<file path="src/rtl/tff_mod_counter.sv">
// Modulo-N up/down counter built from a bank of T-type cells.
// tc supports cascading. wrap, load_err and toggle are registered debug/status pulses.

module tff_cell (
  input  logic clk,
  input  logic reset,
  input  logic t,
  output logic q
);
  always_ff @(posedge clk) begin
    if (reset) q <= 1'b0;
    else       q <= q ^ t;
  end
endmodule

module tff_mod_counter #(
  parameter int WIDTH   = 4,
  parameter int MODULUS = 10
) (
  input  logic             clk,
  input  logic             reset,
  input  logic             en,
  input  logic             up,
  input  logic             load,
  input  logic [WIDTH-1:0] load_val,
  output logic [WIDTH-1:0] count,
  output logic             tc,
  output logic             wrap,
  output logic             load_err,
  output logic [WIDTH-1:0] toggle
);
  localparam logic [WIDTH-1:0] MAX     = WIDTH'(MODULUS - 1);
  localparam logic [WIDTH:0]   MOD_EXT = (WIDTH + 1)'(MODULUS);

  if (WIDTH < 2 || MODULUS < 2 || MODULUS > (1 << WIDTH)) begin : g_bad_param
    $fatal(1, "tff_mod_counter: illegal WIDTH/MODULUS combination");
  end

  logic [WIDTH-1:0] t;
  logic [WIDTH-1:0] up_vec;
  logic [WIDTH-1:0] dn_vec;
  logic             wrap_next;
  logic             err_next;
  logic             at_max;
  logic             at_zero;

  assign at_max  = (count == MAX);
  assign at_zero = (count == '0);
  assign tc      = en & ~load & (up ? at_max : at_zero);

  // Prefix AND chains: bit i toggles once all lower bits are at 1 (up) or 0 (down).
  always_comb begin
    up_vec    = '0;
    dn_vec    = '0;
    up_vec[0] = 1'b1;
    dn_vec[0] = 1'b1;
    for (int unsigned i = 1; i < WIDTH; i++) begin
      up_vec[i] = up_vec[i-1] & count[i-1];
      dn_vec[i] = dn_vec[i-1] & ~count[i-1];
    end
  end

  // Every next value is reached as count ^ t, including loads and wraps.
  always_comb begin
    t         = '0;
    wrap_next = 1'b0;
    err_next  = 1'b0;
    if (reset) begin
      t = '0;
    end else if (load) begin
      if ({1'b0, load_val} < MOD_EXT) begin
        t = count ^ load_val;
      end else begin
        t        = count ^ MAX;
        err_next = 1'b1;
      end
    end else if (en) begin
      if (up) begin
        if (at_max) begin
          t         = count;
          wrap_next = 1'b1;
        end else begin
          t = up_vec;
        end
      end else begin
        if (at_zero) begin
          t         = MAX;
          wrap_next = 1'b1;
        end else begin
          t = dn_vec;
        end
      end
    end
  end

  for (genvar g = 0; g < WIDTH; g++) begin : g_cell
    tff_cell u_cell (
      .clk   (clk),
      .reset (reset),
      .t     (t[g]),
      .q     (count[g])
    );
  end

  always_ff @(posedge clk) begin
    if (reset) begin
      wrap     <= 1'b0;
      load_err <= 1'b0;
      toggle   <= '0;
    end else begin
      wrap     <= wrap_next;
      load_err <= err_next;
      toggle   <= t;
    end
  end
endmodule

</file>
<file path="config.mk">
export PLATFORM = sky130hd
export DESIGN_NAME = tff_mod_counter
export DESIGN_NICKNAME = d
export VERILOG_FILES = /design/src/rtl/tff_mod_counter.sv
export SDC_FILE = /design/constraint.sdc
export NUM_CORES = 1
export LEC_CHECK = 0
export CORE_UTILIZATION = 40
export DETAILED_ROUTE_END_ITERATION = 8
export MAX_ROUTING_LAYER = met4
export PLACE_DENSITY_LB_ADDON = 0.3
export SETUP_SLACK_MARGIN = 0.15
export SYNTH_ARGS = -nofsm -noshare
export SYNTH_HDL_FRONTEND = slang
export SYNTH_SLANG_ARGS = --single-unit
</file>
<file path="constraint.sdc">
create_clock -name clk -period 3.6 [get_ports clk]
set_input_delay 0.72 -clock clk [delete_from_list [all_inputs] [get_ports clk]]
set_output_delay 0.72 -clock clk [all_outputs]
set_load 0.05 [all_outputs]
</file>
-- Word level (Yosys, flattened, before mapping)
Cells that the tools add are included.
Widths: inputs -> output; s select.
- register bits after elaboration: 10
- bits in writable memories: 0
- logic and storage cells: 41
- latch bits: 0
- memory bits (read-only): 0
- memories: 0
- bits of input ports: 9
- output and inout bits: 11
- multiply operators: 0
- equality and inequality tests: 1
- add/sub/neg operators: 0
- div/mod/pow operators: 0
- reductions and logical operators: 3
- multiplexer cells: 12
- bitwise gates (word level): 17
- magnitude comparators: 1
- shift operators: 0
- operator list (operator ; number):
    $mux 4 ; 7
    $and 1x1->1 ; 6
    $mux 1 ; 5
    $not 1->1 ; 5
    $eq 4x4->1 const B ; 1
    $logic_not 4->1 ; 1
    $lt 4x4->1 const B ; 1
    $xor 1x1->1 ; 4
    $xor 4x4->4 ; 1
    $reduce_or 3->1 ; 1
    $not 2->2 ; 1
    $reduce_or 2->1 ; 1

-- Depth between registers and ports, before layout
Gate-level depths: netlist (run 1).
- depth in word-level cells: 9
- gate-level depth with buffers: 5
- gate-level depth less buffers: 4

-- Modules after synthesis
From an unflattened synthesis (run 1), not the netlist that was laid out.
- cell total of the unflattened synthesis: 60
- area total of the unflattened synthesis: 525.5 sq um
- modules (own cells, without submodules) (module ; times used ; seq. area each (sq um) ; cells each ; area an instance (sq um)):
    tff_mod_counter ; 1 ; 120.1 ; 48 ; 395.4
    tff_cell ; 4 ; 20.0 ; 3 ; 32.5

-- Worst setup path after synthesis (run 1)
Ideal clock, no wire load.
- path type: input to output
- start point: input up
- end point: output tc
- buffers on the path: 0
- stages on the path: 2
- arrival time: 1941 ps
- setup slack: 939 ps
- data required time: 2880 ps
- path through: or3_2 > a21oi_1
- word-level cells in the longest chain between the ends: 2
- RTL lines (what ; RTL line ; text):
    start: declaration ; 23 ; input logic up,
    $mux 1 ; 49 ; assign tc = en & ~load & (up ? at_max : at_zero);
    $and 1x1->1 ; 49 ;
    end: declaration ; 27 ; output logic tc,
No other way between the ends.

-- Final worst setup path (run 1)
- start point: input load
- end point: output tc
- word-level cells in the longest chain between the ends: 3
- RTL lines (what ; RTL line ; text):
    start: declaration ; 24 ; input logic load,
    $not 1->1 (no line) ; - ;
    $and 1x1->1 (2 in a row) ; 49 ;
No other way between the ends.

==> run_results.csv, run 1 <==
group,metric,value,unit
status,status,"completed",
finish,drive_gt1_frac,0.138,
critical_path,worstSetupPathType,"in2out",
clock_tree,cts_hold_buf,0,
floorplanning,dieArea,1780,µm²
finish,mostFrequentLayoutCells,"18 x clkdlybuf4s50_1, 10 x nor2_1, 10 x dfxtp_1",
clock_tree,post_cts_buffers,0,
critical_path,start_kind,"primary input",
global_routing,overflow,0,
routing,avgViaCountPerCell,5.17,
clock_tree,cts_max_path_buffers,2,
finish,diodes,0,
logic_synthesis,synthFlopType,"dfxtp_1",
timing,finalSetupTns,0,ns
routing,firstDrtPassIters,4,
hold_path,hp-class,"reg2reg",
global_routing,grt_util_met3,0.0388,
pwr,seqPwrFrac,0.405,
routing,wire_per_inst,11.8,µm
critical_path,cpPeakStageDelay,0.58,ns
global_routing,grtUsageTotal,0.144,
pwr,netSwitchingPower,129,µW
placement,port_buffers,19,
logic_synthesis,synth_cell_type_count,34,
timing,hold_violations,0,
clock_tree,htree_num_levels,1,
floorplanning,num_io_pins,20,
timing,relSlewSlack,0.652,
floorplanning,core_area,1510,µm²
clock_tree,cts.repair.resized,0,
critical_path,ff2ff_path_depth,4,
timing,period_needed,2.78,ns
clock_tree,root_buffer,"clkbuf_4",
timing,fmax,0.360,GHz
logic_synthesis,yosys_warnings,0,
global_routing,use_met1,0.180,
clock_tree,worstSkewPairLatency,0.26,ns
critical_path,critPathBufInv,2,
global_routing,grt_busiest_layer,"met2",
finish,fin_nets,98,
floorplanning,num_rows,14,
pwr,pwr_density_cell,441,nW/µm²
pwr,p_int,215,µW
logic_synthesis,ys_seq_elements,10,
routing,drt_iter0_markers,18,
pwr,pwr-share-comb,0.379,
floorplanning,die_h,42.2,µm
critical_path,path_max_fanout,12,
pwr,max-vdd-ir-drop,210,µV
clock_tree,cts_sinks,10,
hold_path,holdPathStages,2,
routing,ant_nets,0,
clock_tree,numCtsBuffers,3,
timing,grt_setup_unrepaired,"false",
placement,hpwl,914,µm
timing,maxSlewViolCount,0,
pwr,leakagePower,0.000301,µW
critical_path,cp.arrival,2.06,ns
timing,worst_hold_slack,0.705,ns
clock_tree,cts_tree,"built",
run,max_cap_violations,0,
floorplanning,start_util,0.429,
timing,fin_crit_sh,0.772,
pwr,p_sw_frac,0.374,
critical_path,endpoint_kind,"primary output",
global_routing,grt_pass1_vias,438,
logic_synthesis,synth_nets,84,
logic_synthesis,synth_enable_flop_cells,0,
finish,syn2layout_area_growth,20.9,%
critical_path,cp.required,2.88,ns
routing,drt_wl_total,1220,µm
logic_synthesis,seq_area_frac_synth,0.310,
floorplanning,die_w,42.2,µm
routing,num_vias,533,
finish,final_common_cell,"clkdlybuf4s50_1",
pwr,power_frac_clock,0.216,
logic_synthesis,synth_async_sr_flop_share,0,
timing,finalSetupViolCount,0,
global_routing,grt_pass1_wl,1880,µm
logic_synthesis,netlist_area,646,µm²
critical_path,cp_cell_sequence,"clkdlybuf4s50_1 > and2b_2 > nand2_1 > a21oi_1 > buf_4",
logic_synthesis,avgSynthCellArea,8.61,µm²
global_routing,antenna_found_initial,0,
global_routing,grt_max_degree,13,
placement,gp_congestion,0.801,
timing,skew,0.00459,ns
critical_path,cp_slowest_cell,"clkdlybuf4s50_1",
routing,drc,0,
logic_synthesis,syn_inst,75,
timing,worst_pin_slew,0.515,ns
global_routing,grtUsageMet2,0.203,
critical_path,cp_top_family,"buffers and inverters",
clock_tree,path_clk_slew,0.06,ns
critical_path,cp.depth,5,
[worst register-to-register path, delay by kind of cell, from the launching register on]
family,cells,cell delay (ns)
AOI/OAI and AO/OA,2,0.32
and+or+nand+nor,2,0.65
DFF,1,0.50
[per-layer routing]
layer | vias up | routed length (µm) | part of all wire
met5 | - | 0 | 0
li1 | 276 | - | -
met4 | 0 | 14 | 0.011
met1 | 240 | 605 | 0.50
met3 | 2 | 47 | 0.039
met2 | 15 | 550 | 0.45
[flip-flops by register name, indices dropped and copies added, names as in the netlist]
register	count
load_err	1
g_cell.u_cell.q	4
toggle	4
wrap	1
[kinds of logic after synthesis]
logic type             share of synthesized area
XOR/XNOR                                  0.0678
AND/OR/NAND/NOR                            0.293
AO/OA/AOI/OAI                              0.136
flip-flops                                 0.310
buffers and inverters                      0.153
multiplexers                              0.0407
[final timing paths]
path	start	to	slack, ns
max	load	tc	0.82
min	g_cell[2].u_cell.q$_SDFF_PP0_	g_cell[2].u_cell.q$_SDFF_PP0_	0.70
max reg2reg	g_cell[0].u_cell.q$_SDFF_PP0_	toggle[3]$_SDFF_PP0_	2.05
min reg2reg	g_cell[2].u_cell.q$_SDFF_PP0_	g_cell[2].u_cell.q$_SDFF_PP0_	0.70
[cell usage after synthesis, types with 2 or more instances]
cell type	instances	area, µm²
nand2b_1	3	18.8
buf_6	2	22.5
a21oi_1	2	10.0
xor2_1	3	26.3
clkbuf_8	2	27.5
nor3_1	2	10.0
nand2_1	6	22.5
xnor2_1	2	17.5
nor2_1	10	37.5
nand3_1	3	15.0
dfxtp_1	10	200
buf_4	6	45.0
and2b_2	2	17.5
o22ai_1	2	12.5
[power groups by stage]
stage	clock network [µW]	registers, µW	logic, µW
5_1_grt	84.5	141	138
3_3_place_gp	0	141	129
6_report	74.2	139	130
3_5_place_dp	0	141	130
2_1_floorplan	0	146	105
4_1_cts	78.8	139	131
[through the flow]
| step | total power, µW | util | setup WS, ns | instances | instance area [µm²] |
|---|---|---|---|---|---|
| finish | 344 | 0.518 | 0.819 | 103 | 781 |
| floorplan | 251 | - | 0.939 | 75 | 646 |
| CTS | 348 | 0.518 | 0.823 | 103 | 781 |
| global route | 364 | 0.518 | 0.723 | 103 | 781 |
| global placement | 270 | 0.503 | 0.852 | 100 | 758 |
| detailed placement | 272 | 0.503 | 0.823 | 100 | 758 |
[cell type report]
type,count,area [µm²]
multi-input cells,54,347
repair buffers,19,188
inverters,1,3.75
flip-flops and latches,10,200
well taps,16,20.0
clock buffers,3,22.5
fillers,142,726
No activity file was read; power rests on OpenSTA's default activity.
==> run 2: changes to the inputs <==
Clock period 3.6 ns to 2.5 ns, I/O delays scaled along.
==> run_results.csv, run 2 (synthesis results as in run 1) <==
group,metric,value,unit
clock_tree,cts_tree,"built",
floorplanning,core_area,1510,µm²
critical_path,endpoint_kind,"primary output",
critical_path,r2r_setup_slack,0.90,ns
finish,diodes,0,
clock_tree,worstSkewPairLatency,0.27,ns
finish,fin_nets,101,
critical_path,endpoint,"tc",
critical_path,cp.arrival,1.77,ns
finish,drive_gt1_frac,0.176,
critical_path,r2r-start,"g_cell[0].u_cell.q$_SDFF_PP0_",
pwr,leakagePower,0.000326,µW
finish,stdcell_count,107,
critical_path,crit_path_start,"up",
finish,mostFrequentLayoutCells,"18 x clkdlybuf4s50_1, 10 x nor2_1, 10 x dfxtp_1",
finish,reg_top3,"g_cell.u_cell.q (4), toggle (4)",
critical_path,cp.depth,4,
pwr,pwr_density_cell,653,nW/µm²
clock_tree,cts_sinks,10,
routing,drt_iter0_markers,18,
routing,ant_nets,0,
hold_path,hp-class,"reg2reg",
critical_path,cp_cell_sequence,"clkdlybuf4s50_1 > or3_2 > a21oi_1 > buf_12",
clock_tree,root_buffer,"clkbuf_4",
placement,hpwl,903,µm
global_routing,grtUsageTotal,0.160,
floorplanning,die_w,42.2,µm
critical_path,cpPeakStageDelay,0.41,ns
routing,drc,0,
clock_tree,post_cts_buffers,0,
placement,dp_cells,103,
clock_tree,cts.repair.resized,0,
global_routing,grt_max_degree,13,
timing,relSlewSlack,0.646,
critical_path,cp.required,2.00,ns
routing,drt_wl_total,1250,µm
finish,final_common_cell,"clkdlybuf4s50_1",
critical_path,path_max_fanout,2,
critical_path,r2r-end,"g_cell[3].u_cell.q$_SDFF_PP0_",
critical_path,critPathBufInv,2,
global_routing,grt_pass1_wl,2130,µm
routing,avgViaCountPerCell,5.32,
timing,hold_violations,0,
floorplanning,num_io_pins,20,
critical_path,ff2ff_path_depth,4,
clock_tree,cts_hold_buf,0,
timing,worst_pin_slew,0.524,ns
run,max_cap_violations,0,
critical_path,start_kind,"primary input",
placement,port_buffers,19,
floorplanning,num_rows,14,
floorplanning,die_h,42.2,µm
routing,wire_per_inst,11.7,µm
status,status,"completed",
global_routing,overflow,0,
timing,finalSetupViolCount,0,
routing,num_vias,569,
placement,gp_congestion,0.807,
critical_path,cp_slowest_cell,"clkdlybuf4s50_1",
global_routing,grt_pass1_vias,504,
critical_path,worstSetupPathType,"in2out",
pwr,max-vdd-ir-drop,312,µV
timing,maxSlewViolCount,0,
clock_tree,path_clk_slew,0.06,ns
global_routing,antenna_found_initial,0,
floorplanning,dieArea,1780,µm²
timing,fmax,0.440,GHz
timing,grt_setup_unrepaired,"false",
routing,firstDrtPassIters,4,
finish,syn2layout_area_growth,28.5,%
clock_tree,numCtsBuffers,3,
timing,fin_crit_sh,0.909,
clock_tree,htree_num_levels,1,
clock_tree,cts_max_path_buffers,2,
timing,period_needed,2.27,ns
timing,finalSetupTns,0,ns
critical_path,cp_top_family,"buffers and inverters",
timing,skew,0.00352,ns
floorplanning,start_util,0.429,
## run 2: power by group
group | switching, µW | total [µW] | internal (µW) | leakage, µW
clock | 58.9 | 147 | 88.5 | 0.0000210
combinational | 109 | 193 | 84.1 | 0.000222
sequential | 25.9 | 201 | 175 | 0.0000824
## run 2: metrics by stage
stage	power [µW]	worst slack (ns)	hold WS, ns	instance area (µm²)	utilization
final	542	0.227	0.700	830	0.551
after global routing	565	0.163	0.750	830	0.551
after CTS	542	0.211	0.703	830	0.551
after detailed placement	396	0.219	0.682	793	0.527
after global placement	393	0.237	0.666	793	0.527
after floorplan	362	0.279	0.643	646	-
## run 2: worst min-delay path by stage
stage                                              from                            end  depth (start not counted)
after floorplan           g_cell[0].u_cell.q$_SDFF_PP0_           toggle[0]$_SDFF_PP0_                          3
after global placement    g_cell[1].u_cell.q$_SDFF_PP0_  g_cell[1].u_cell.q$_SDFF_PP0_                          2
after detailed placement  g_cell[1].u_cell.q$_SDFF_PP0_  g_cell[1].u_cell.q$_SDFF_PP0_                          2
after CTS                 g_cell[1].u_cell.q$_SDFF_PP0_  g_cell[1].u_cell.q$_SDFF_PP0_                          2
after global routing      g_cell[1].u_cell.q$_SDFF_PP0_  g_cell[1].u_cell.q$_SDFF_PP0_                          2
final                     g_cell[1].u_cell.q$_SDFF_PP0_  g_cell[1].u_cell.q$_SDFF_PP0_                          2
## run 2: final cells by class
type	count	area, µm²
Timing Repair Buffer	22	223
Tap cell	16	20.0
Inverter	1	3.75
Multi-Input combinational cell	54	347
Fill cell	148	677
Clock buffer	4	36.3
Sequential cell	10	200
## run 2: layer usage
metal  share of wire  GRT usage  up-vias
li1                -          -      288
met1            0.46      0.205      251
met2            0.45      0.237       25
met3           0.053     0.0259        5
met4           0.031     0.0938        0
met5               0          -        -
## run 2: worst reg2reg max path, cell delays in order, from the launching register on
cell and delay, ns:
dfxtp_1 0.53, nand2_1 0.16, nor4b_1 0.52, or4_1 0.21, nand3_1 0.07
==> run 3: changes to the inputs <==
Settings changed: GPL_ROUTABILITY_DRIVEN set to 0.
==> results of run 3 <==
No change in the layout: final DEF, timing and power equal those of run 2.
